`config.mk`:
```
export PLATFORM = sky130hd
export DESIGN_NAME = pci_noc_bridge
export DESIGN_NICKNAME = d
export VERILOG_FILES = /design/src/rtl/pci_noc_bridge.sv
export SDC_FILE = /design/constraint.sdc
export NUM_CORES = 2
export LEC_CHECK = 0
export CAP_MARGIN = 5
export CORE_AREA = 2 2 417 419
export CTS_CLUSTER_SIZE = 24
export DETAILED_ROUTE_END_ITERATION = 16
export DIE_AREA = 0 0 419 421
export PLACE_DENSITY = 0.75
export SETUP_SLACK_MARGIN = 0.4
export SLEW_MARGIN = 10
export SYNTH_ARGS = -nofsm -noshare
export SYNTH_HDL_FRONTEND = slang
export SYNTH_SLANG_ARGS = --single-unit
export TNS_END_PERCENT = 10
```
`constraint.sdc`:
```
create_clock -name clk -period 77.1 [get_ports clk]
set_clock_uncertainty 0.05 [all_clocks]
set_input_delay 11.565 -clock clk [delete_from_list [all_inputs] [get_ports clk]]
set_output_delay 11.565 -clock clk [all_outputs]
set_load 0.02 [all_outputs]
```
`src/rtl/pci_noc_bridge.sv`:
```
// pci_noc_bridge
//
// Bridges a PCIe-side streaming interface onto a 2D mesh NoC and back.
// Ingress words are wrapped into flits carrying a destination node and a
// sequence number, then injected through a single-entry output register.
// Returning flits land in a reorder buffer indexed by sequence number, and
// egress drains that buffer strictly in sequence order.
//
// Ports
//   clk, rstn                           clock, asynchronous active-low reset
//   i_valid, i_data, o_ready            PCIe ingress handshake
//   o_valid, o_data, i_ready            PCIe egress handshake
//   o_noc_valid, o_noc_data, i_noc_ready  NoC injection handshake
//   i_noc_valid, i_noc_data, o_noc_ready  NoC ejection handshake
//   o_err                               sticky duplicate-ejection flag
//
// Flit layout: {payload, seq, y, x} with x in the LSBs.
// X and Y are expected to be at least 2; ROB_DEPTH a power of two >= 2.

module pci_noc_bridge #(
    parameter int unsigned X           = 8,
    parameter int unsigned Y           = 8,
    parameter int unsigned pck_num     = 12,
    parameter int unsigned data_width  = 256,
    parameter int unsigned x_size      = $clog2(X),
    parameter int unsigned y_size      = $clog2(Y),
    parameter int unsigned total_width = x_size + y_size + pck_num + data_width,
    parameter int unsigned ROB_DEPTH   = 8
) (
    input  logic                   clk,
    input  logic                   rstn,

    input  logic                   i_valid,
    input  logic [data_width-1:0]  i_data,
    output logic                   o_ready,

    output logic                   o_valid,
    output logic [data_width-1:0]  o_data,
    input  logic                   i_ready,

    output logic                   o_noc_valid,
    output logic [total_width-1:0] o_noc_data,
    input  logic                   i_noc_ready,

    input  logic                   i_noc_valid,
    input  logic [total_width-1:0] i_noc_data,
    output logic                   o_noc_ready,

    output logic                   o_err
);

    localparam int unsigned RobW   = $clog2(ROB_DEPTH);
    localparam int unsigned CntW   = $clog2(ROB_DEPTH + 1);
    localparam int unsigned SeqLsb = x_size + y_size;

    // Injection register
    logic                   inj_valid_q;
    logic [total_width-1:0] inj_data_q;

    // Flit tagging state
    logic [x_size-1:0]      dest_x_q, dest_x_d;
    logic [y_size-1:0]      dest_y_q, dest_y_d;
    logic [pck_num-1:0]     seq_q;
    logic [CntW-1:0]        outstanding_q;

    // Reorder buffer
    logic [ROB_DEPTH-1:0]   slot_valid_q, slot_valid_d;
    logic [data_width-1:0]  slot_data_q [ROB_DEPTH];
    logic [RobW-1:0]        head_q;
    logic                   err_q;

    logic                   accept;
    logic                   egress;
    logic [RobW-1:0]        ej_slot;
    logic                   ej_write;
    logic                   ej_dup;
    logic                   unused_noc_hdr;

    // Capping outstanding at ROB_DEPTH guarantees every returning flit has
    // a free slot, so ejection never needs backpressure.
    assign o_ready  = (!inj_valid_q || i_noc_ready) && (outstanding_q < CntW'(ROB_DEPTH));
    assign accept   = i_valid && o_ready;
    assign egress   = o_valid && i_ready;

    assign o_noc_valid = inj_valid_q;
    assign o_noc_data  = inj_data_q;
    assign o_noc_ready = 1'b1;

    assign ej_slot  = i_noc_data[SeqLsb +: RobW];
    assign ej_dup   = i_noc_valid && slot_valid_q[ej_slot];
    assign ej_write = i_noc_valid && !slot_valid_q[ej_slot];

    // Routing header and upper sequence bits are not needed on ejection.
    assign unused_noc_hdr = ^i_noc_data[SeqLsb+pck_num-1:0];

    assign o_valid = slot_valid_q[head_q];
    assign o_data  = slot_data_q[head_q];
    assign o_err   = err_q;

    // Destination walks linear index x+X*y, skipping node (0,0) on wrap.
    always_comb begin
        dest_x_d = dest_x_q;
        dest_y_d = dest_y_q;
        if (dest_x_q == x_size'(X - 1)) begin
            if (dest_y_q == y_size'(Y - 1)) begin
                dest_x_d = x_size'(1);
                dest_y_d = '0;
            end else begin
                dest_x_d = '0;
                dest_y_d = dest_y_q + y_size'(1);
            end
        end else begin
            dest_x_d = dest_x_q + x_size'(1);
        end
    end

    // An ejection can never hit the head slot being drained in the same
    // cycle: that slot is valid, so the flit is treated as a duplicate.
    always_comb begin
        slot_valid_d = slot_valid_q;
        if (egress) begin
            slot_valid_d[head_q] = 1'b0;
        end
        if (ej_write) begin
            slot_valid_d[ej_slot] = 1'b1;
        end
    end

    always_ff @(posedge clk or negedge rstn) begin
        if (!rstn) begin
            inj_valid_q   <= 1'b0;
            inj_data_q    <= '0;
            dest_x_q      <= x_size'(1);
            dest_y_q      <= '0;
            seq_q         <= '0;
            outstanding_q <= '0;
            slot_valid_q  <= '0;
            head_q        <= '0;
            err_q         <= 1'b0;
        end else begin
            if (accept) begin
                inj_valid_q <= 1'b1;
                inj_data_q  <= {i_data, seq_q, dest_y_q, dest_x_q};
                dest_x_q    <= dest_x_d;
                dest_y_q    <= dest_y_d;
                seq_q       <= seq_q + pck_num'(1);
            end else if (i_noc_ready) begin
                inj_valid_q <= 1'b0;
            end

            unique case ({accept, egress})
                2'b10:   outstanding_q <= outstanding_q + CntW'(1);
                2'b01:   outstanding_q <= outstanding_q - CntW'(1);
                default: outstanding_q <= outstanding_q;
            endcase

            slot_valid_q <= slot_valid_d;
            if (egress) begin
                head_q <= head_q + RobW'(1);
            end
            if (ej_dup) begin
                err_q <= 1'b1;
            end
        end
    end

    // Payload storage needs no reset; the valid bits qualify it.
    always_ff @(posedge clk) begin
        if (ej_write) begin
            slot_data_q[ej_slot] <= i_noc_data[total_width-1 -: data_width];
        end
    end

endmodule

```
Word level (Yosys, flattened, before mapping)
Memories as Yosys holds them, arrays and structs flattened.
Cells that the tools add are included.
- output and inout port bits: 535
- memories kept: 1
- bits in latches: 0
- ROM bits: 0
- RAM bits: 2048
- logic and storage cells: 59
- input port bits: 536
- flip-flop bits (word level): 309
- memory list (memory ; depth ; bits a word ; rd ports ; clocked after Yosys merged registers in ; wr ports ; RTL line ; RTL):
    slot_data_q ; 8 ; 256 ; 1 ; 0 ; 1 ; 68 ; logic [data_width-1:0] slot_data_q [ROB_DEPTH];
- divide/modulo/power cells: 0
- reductions and logical operators: 13
- multiplexer cells: 18
- shift operators: 0
- add/subtract/negate cells: 6
- multipliers: 0
- bitwise gates (word level): 3
- magnitude comparators: 5
- equality and inequality tests: 4
- operator list (cell ; count):
    2-to-1 mux 8 bit ; 2
    adder 12 x 1 -> 12 bit (second input constant) ; 1
    adder 3 x 1 -> 3 bit (second input constant) ; 3
    2-to-1 mux 1 bit ; 9
    AND 8 bit ; 1
    < comparator 3 x 4 -> 1 bit (second input constant) ; 2
    NOT 8 bit ; 1
    bitwise OR 8 bit ; 1
    case mux 4 bit (2 select lines) ; 1
    logical AND 1 bit ; 7
    binary-select mux 1 bit (select 3 bit) ; 2
    demux 1 bit (select 3 bit) ; 2
    equality test 3 bit (second input constant) ; 2
    greater-or-equal comparator 3 x 1 -> 1 bit (second input constant) ; 2
    2-to-1 mux 3 bit ; 2
    adder 4 x 1 -> 4 bit (second input constant) ; 1
    < comparator 4 bit (second input constant) ; 1
    nonzero test 2 bit ; 2
    subtractor 4 x 1 -> 4 bit (second input constant) ; 1
    equality test 2 x 1 -> 1 bit (second input constant) ; 1
    equality test 2 bit (second input constant) ; 1
    logical NOT 1 bit ; 2
    AND reduction 2 bit ; 1
    logical OR 1 bit ; 1

Depth between registers and ports, before layout
- depth in word-level cells: 9
- depth in mapped cells: 12
- depth with buffers taken out: 10

Least setup slack after synthesis
No wires, ideal clock.
- kind: in2reg
- start point: in i_noc_data[7]
- end point: mem slot_data_q[0][0], enable pin
- data required time: 75.547 ns
- stages: 2
- slack: 39.498 ns
- buffers on the path: 1
- arrival: 36.049 ns
- path through: clkbuf_1 nor4_1
- word-level cells in the longest chain between the ends: 6
- ends and longest elaborated chain (element ; RTL line ; RTL):
    start, declared ; 46 ; input logic [total_width-1:0] i_noc_data,
    binary-select mux 1 bit (select 3 bit) ; 91 ; assign ej_write = i_noc_valid && !slot_valid_q[ej_slot];
    2-to-1 mux 1 bit (not written as such) ; 91 ;
    logical NOT 1 bit ; 91 ;
    logical AND 1 bit ; 91 ;
    2-to-1 mux 1 bit ; 169 ; if (ej_write) begin
    2-to-1 mux 1 bit (not written as such) ; 170 ; slot_data_q[ej_slot] <= i_noc_data[total_width-1 -: data_width];
    end, declared ; 68 ;
Parallel ways exist; a longest one is shown, timed or not. The select of a mux whose other input is x is not followed.

Worst setup path after layout
- start point: in i_noc_ready
- end point: out o_ready
- word-level cells in the longest chain between the ends: 2
- ends and longest elaborated chain (element ; RTL line ; RTL):
    start, declared ; 43 ; input logic i_noc_ready,
    logical OR 1 bit ; 81 ; assign o_ready = (!inj_valid_q || i_noc_ready) && (outstanding_q < CntW'(ROB_DEPTH));
    logical AND 1 bit ; 81 ;
    end, declared ; 35 ; output logic o_ready,
Every way passes these cells.

==> flow_metrics.py <==
metrics = {
    "power_and_ir_drop": {
        "p_per_area_nw_per_um2": 38.7,
        "leakagePower_nw": 36.0,
        "vdd_ir_drop_max_mv": 0.0309,
    },
    "min_path": {
        "worstHoldPathType": "reg -> reg",
    },
    "floorplanning": {
        "die_x_um": 419,
        "fp.coreArea_um2": 172000,
        "ioPinCount": 1071,
        "die-area_um2": 176000,
        "start_util": 0.514,
        "rows": 153,
        "die_h_um": 421,
    },
    "critical_path": {
        "slowest_stage": "clkdlybuf4s50_1",
        "slowest_delay_ns": 0.63,
        "critical_path_class": "in -> out",
        "timing.critical_path.mode_cell": "clkdlybuf4s50_1",
        "crit_buf_inv": 2,
        "cp.arrival_ns": 13.00,
        "crit_chain": "clkdlybuf4s50_1, nor2b_1, nor2_1, clkdlybuf4s50_1",
        "required_ns": 65.49,
        "cp-start-kind": "primary input",
        "crit_fanout": 3,
        "worstSetupEndpointType": "output pin",
        "crit_family": "buffers and inverters",
    },
    "clock_tree": {
        "ctsResizeCount": 0,
        "cts.sinks": 2357,
        "worstSkewPairLatency_ns": 0.84,
        "hold_buffers": 0,
        "cts_buffer_depth": 3,
        "post_cts_buffers": 0,
        "htreeDepth": 4,
        "path_clk_slew_ns": 0.06,
        "numCtsBuffers": 228,
        "cts_tree": "done",
        "cts_root_buffer": "clkbuf_16",
    },
    "place": {
        "numPortBuffers": 1054,
        "gp_congestion": 0.869,
        "dp_hpwl_mm": 146,
    },
    "global_routing": {
        "grt_pass1_vias": 44100,
        "grt_remaining_overflow": 0,
        "grt_max_degree": 173,
        "grt_usage": 0.261,
        "grt_first_pass_wirelength_mm": 324,
        "antenna_found_initial": 67,
    },
    "routing": {
        "drc": 0,
        "drt_iter0_markers": 3811,
        "dr.pass1.iters": 5,
        "antenna_left": 0,
        "wl_per_cell_um": 31.3,
        "viasPerCell": 5.77,
        "vias": 42900,
        "wl_mm": 232,
    },
    "synth": {
        "synth_cells": 3714,
        "synth.most_common_cell": "edfxtp_1",
        "netlist_area_um2": 88700,
        "yosysSeqAreaShare": 0.781,
        "syn_nets": 4259,
        "ys_types": 44,
        "ys_warn_count": 0,
        "synth_area_leaders": "edfxtp_1 (69%), mux4_2 (13%), dfrtp_1 (8.7%)",
        "synth_top_area_cell": "edfxtp_1",
        "syn_avg_cell_area_um2": 23.9,
        "synth-edff-count": 2048,
        "async_reset_ff_frac": 0.131,
        "synth-seq-cells": 2357,
        "synth_ff_type": "edfxtp_1",
        "yosys-top-cells-count": "edfxtp_1 (2,048), mux2_2 (538), mux4_2 (512)",
        "synth_top_area_frac": 0.693,
    },
    "run": {
        "maxCapViolations": 0,
    },
    "finish": {
        "area_growth_pct": 23.4,
        "fillerInstances": 11400,
        "drive_above_1_share": 0.286,
        "final_nets": 5425,
    },
    "sta": {
        "rsz0062_at_grt": "false",
        "slew_headroom": 0.143,
        "setup_viol_count_final": 0,
        "hold_slack_ns": 0.424,
        "finalCritPeriodShare": 0.319,
        "finalHoldViolCount": 0,
        "slew_viol_final": 0,
        "fmax_mhz": 40.6,
        "worstMarginPinSlew_ns": 1.29,
        "fin_setup_tns_ns": 0,
        "fin_crit_ns": 24.61,
    },
    "run_status": {
        "status": "finished, final reports clean",
    },
}
-- state kept, by name, indices dropped and copies added, names as in the netlist --
register,count
seq_q,12
dest_x_q,3
o_err,1
o_noc_data,274
outstanding_q,4
dest_y_q,3
slot_valid_q,8
slot_data_q,2048
head_q,3
o_noc_valid,1
-- metrics by stage --
| step | std cells | utilization | area (µm²) | total power, mW | worst slack (ns) |
|---|---|---|---|---|---|
| after floorplan | 3714 | - | 88700 | 2.50 | 39.50 |
| after global placement | 6975 | 0.590 | 102000 | 3.14 | 52.51 |
| after detailed placement | 6975 | 0.590 | 102000 | 3.16 | 52.50 |
| after CTS | 7402 | 0.634 | 109000 | 4.28 | 52.49 |
| after global routing | 7429 | 0.634 | 109000 | 4.37 | 52.41 |
| final | 7433 | 0.635 | 109000 | 4.24 | 52.49 |
-- power breakdown --
group	leakage (nW)	internal [mW]	switching [mW]
clock	3.68	0.647	0.470
sequential	22.2	1.51	0.0725
combinational	10.1	0.734	0.809
-- worst register-to-register path, cell delays in order (launching register included) --
cell and delay, ns:
dfrtp_1 0.40, nor2b_1 0.19, nor3b_4 0.58, buf_4 0.91, buf_4 0.84, buf_4 0.71
buf_4 0.99, mux2_2 0.48
-- worst paths after layout --
check                       startpoint              end  cells past startpoint  slack, ns
max reg2reg                o_noc_valid  o_noc_data[113]                      7      71.82
min reg2reg                  seq_q[11]        seq_q[11]                      1       0.42
max                        i_noc_ready          o_ready                      4      52.49
max in group asynchronous         rstn        head_q[1]                      2      64.66
min in group asynchronous         rstn   o_noc_data[91]                      1      10.65
min                          seq_q[11]        seq_q[11]                      1       0.42
-- area by class of cell --
cell class	instances	area (µm²)	area share
diodes	31	77.6	0.000709
clock inverters	120	1350	0.0123
well taps	2325	2910	0.0266
inverters	5	18.8	0.000171
multi-input cells	1174	18500	0.169
clock buffers	307	6220	0.0569
repair buffers	1114	11100	0.102
flip-flops and latches	2357	69200	0.633
-- cell usage in the layout, fill, tap and decap left out, types with 4 or more instances in the layout --
cell,instances
a21oi_1,7
clkbuf_1,59
xnor2_1,9
mux2_2,538
clkinv_4,4
mux2i_1,4
nor2b_1,4
clkinv_1,43
nand2b_1,7
buf_4,50
inv_6,4
nor2_1,16
nand3_1,4
edfxtp_1,2048
bufinv_16,24
ha_1,9
a31oi_1,6
dfrtp_1,305
clkbuf_16,230
mux4_2,512
clkdlybuf4s50_1,1053
diode_2,31
clkinv_2,26
clkbuf_8,18
inv_1,5
xor2_1,9
nand2_1,11
clkinv_8,6
clkinvlp_4,5
nor3_2,6
buf_12,10
-- metal layers --
| layer | wire, µm | part of all wire | GRT usage |
|---|---|---|---|
| met4 | 17400 | 0.075 | 0.187 |
| met5 | 174 | 0.00075 | 0 |
| met2 | 120000 | 0.52 | 0.438 |
| met3 | 14700 | 0.063 | 0.0579 |
| met1 | 80300 | 0.35 | 0.295 |
-- logic make-up (layout without fill, tap and decap cells) --
family,after synthesis,count (layout),share of synthesized area
AO/OA/AOI/OAI,20,20,0.00144
XOR/XNOR,18,18,0.00178
adder cells (fa/ha/maj),9,9,0.00127
buffers and inverters,183,1546,0.0115
flip-flops,2357,2357,0.781
multiplexers,1055,1055,0.199
other,1,32,0.0000423
AND/OR/NAND/NOR,71,71,0.00450
No activity file was read; power rests on OpenSTA's default activity.
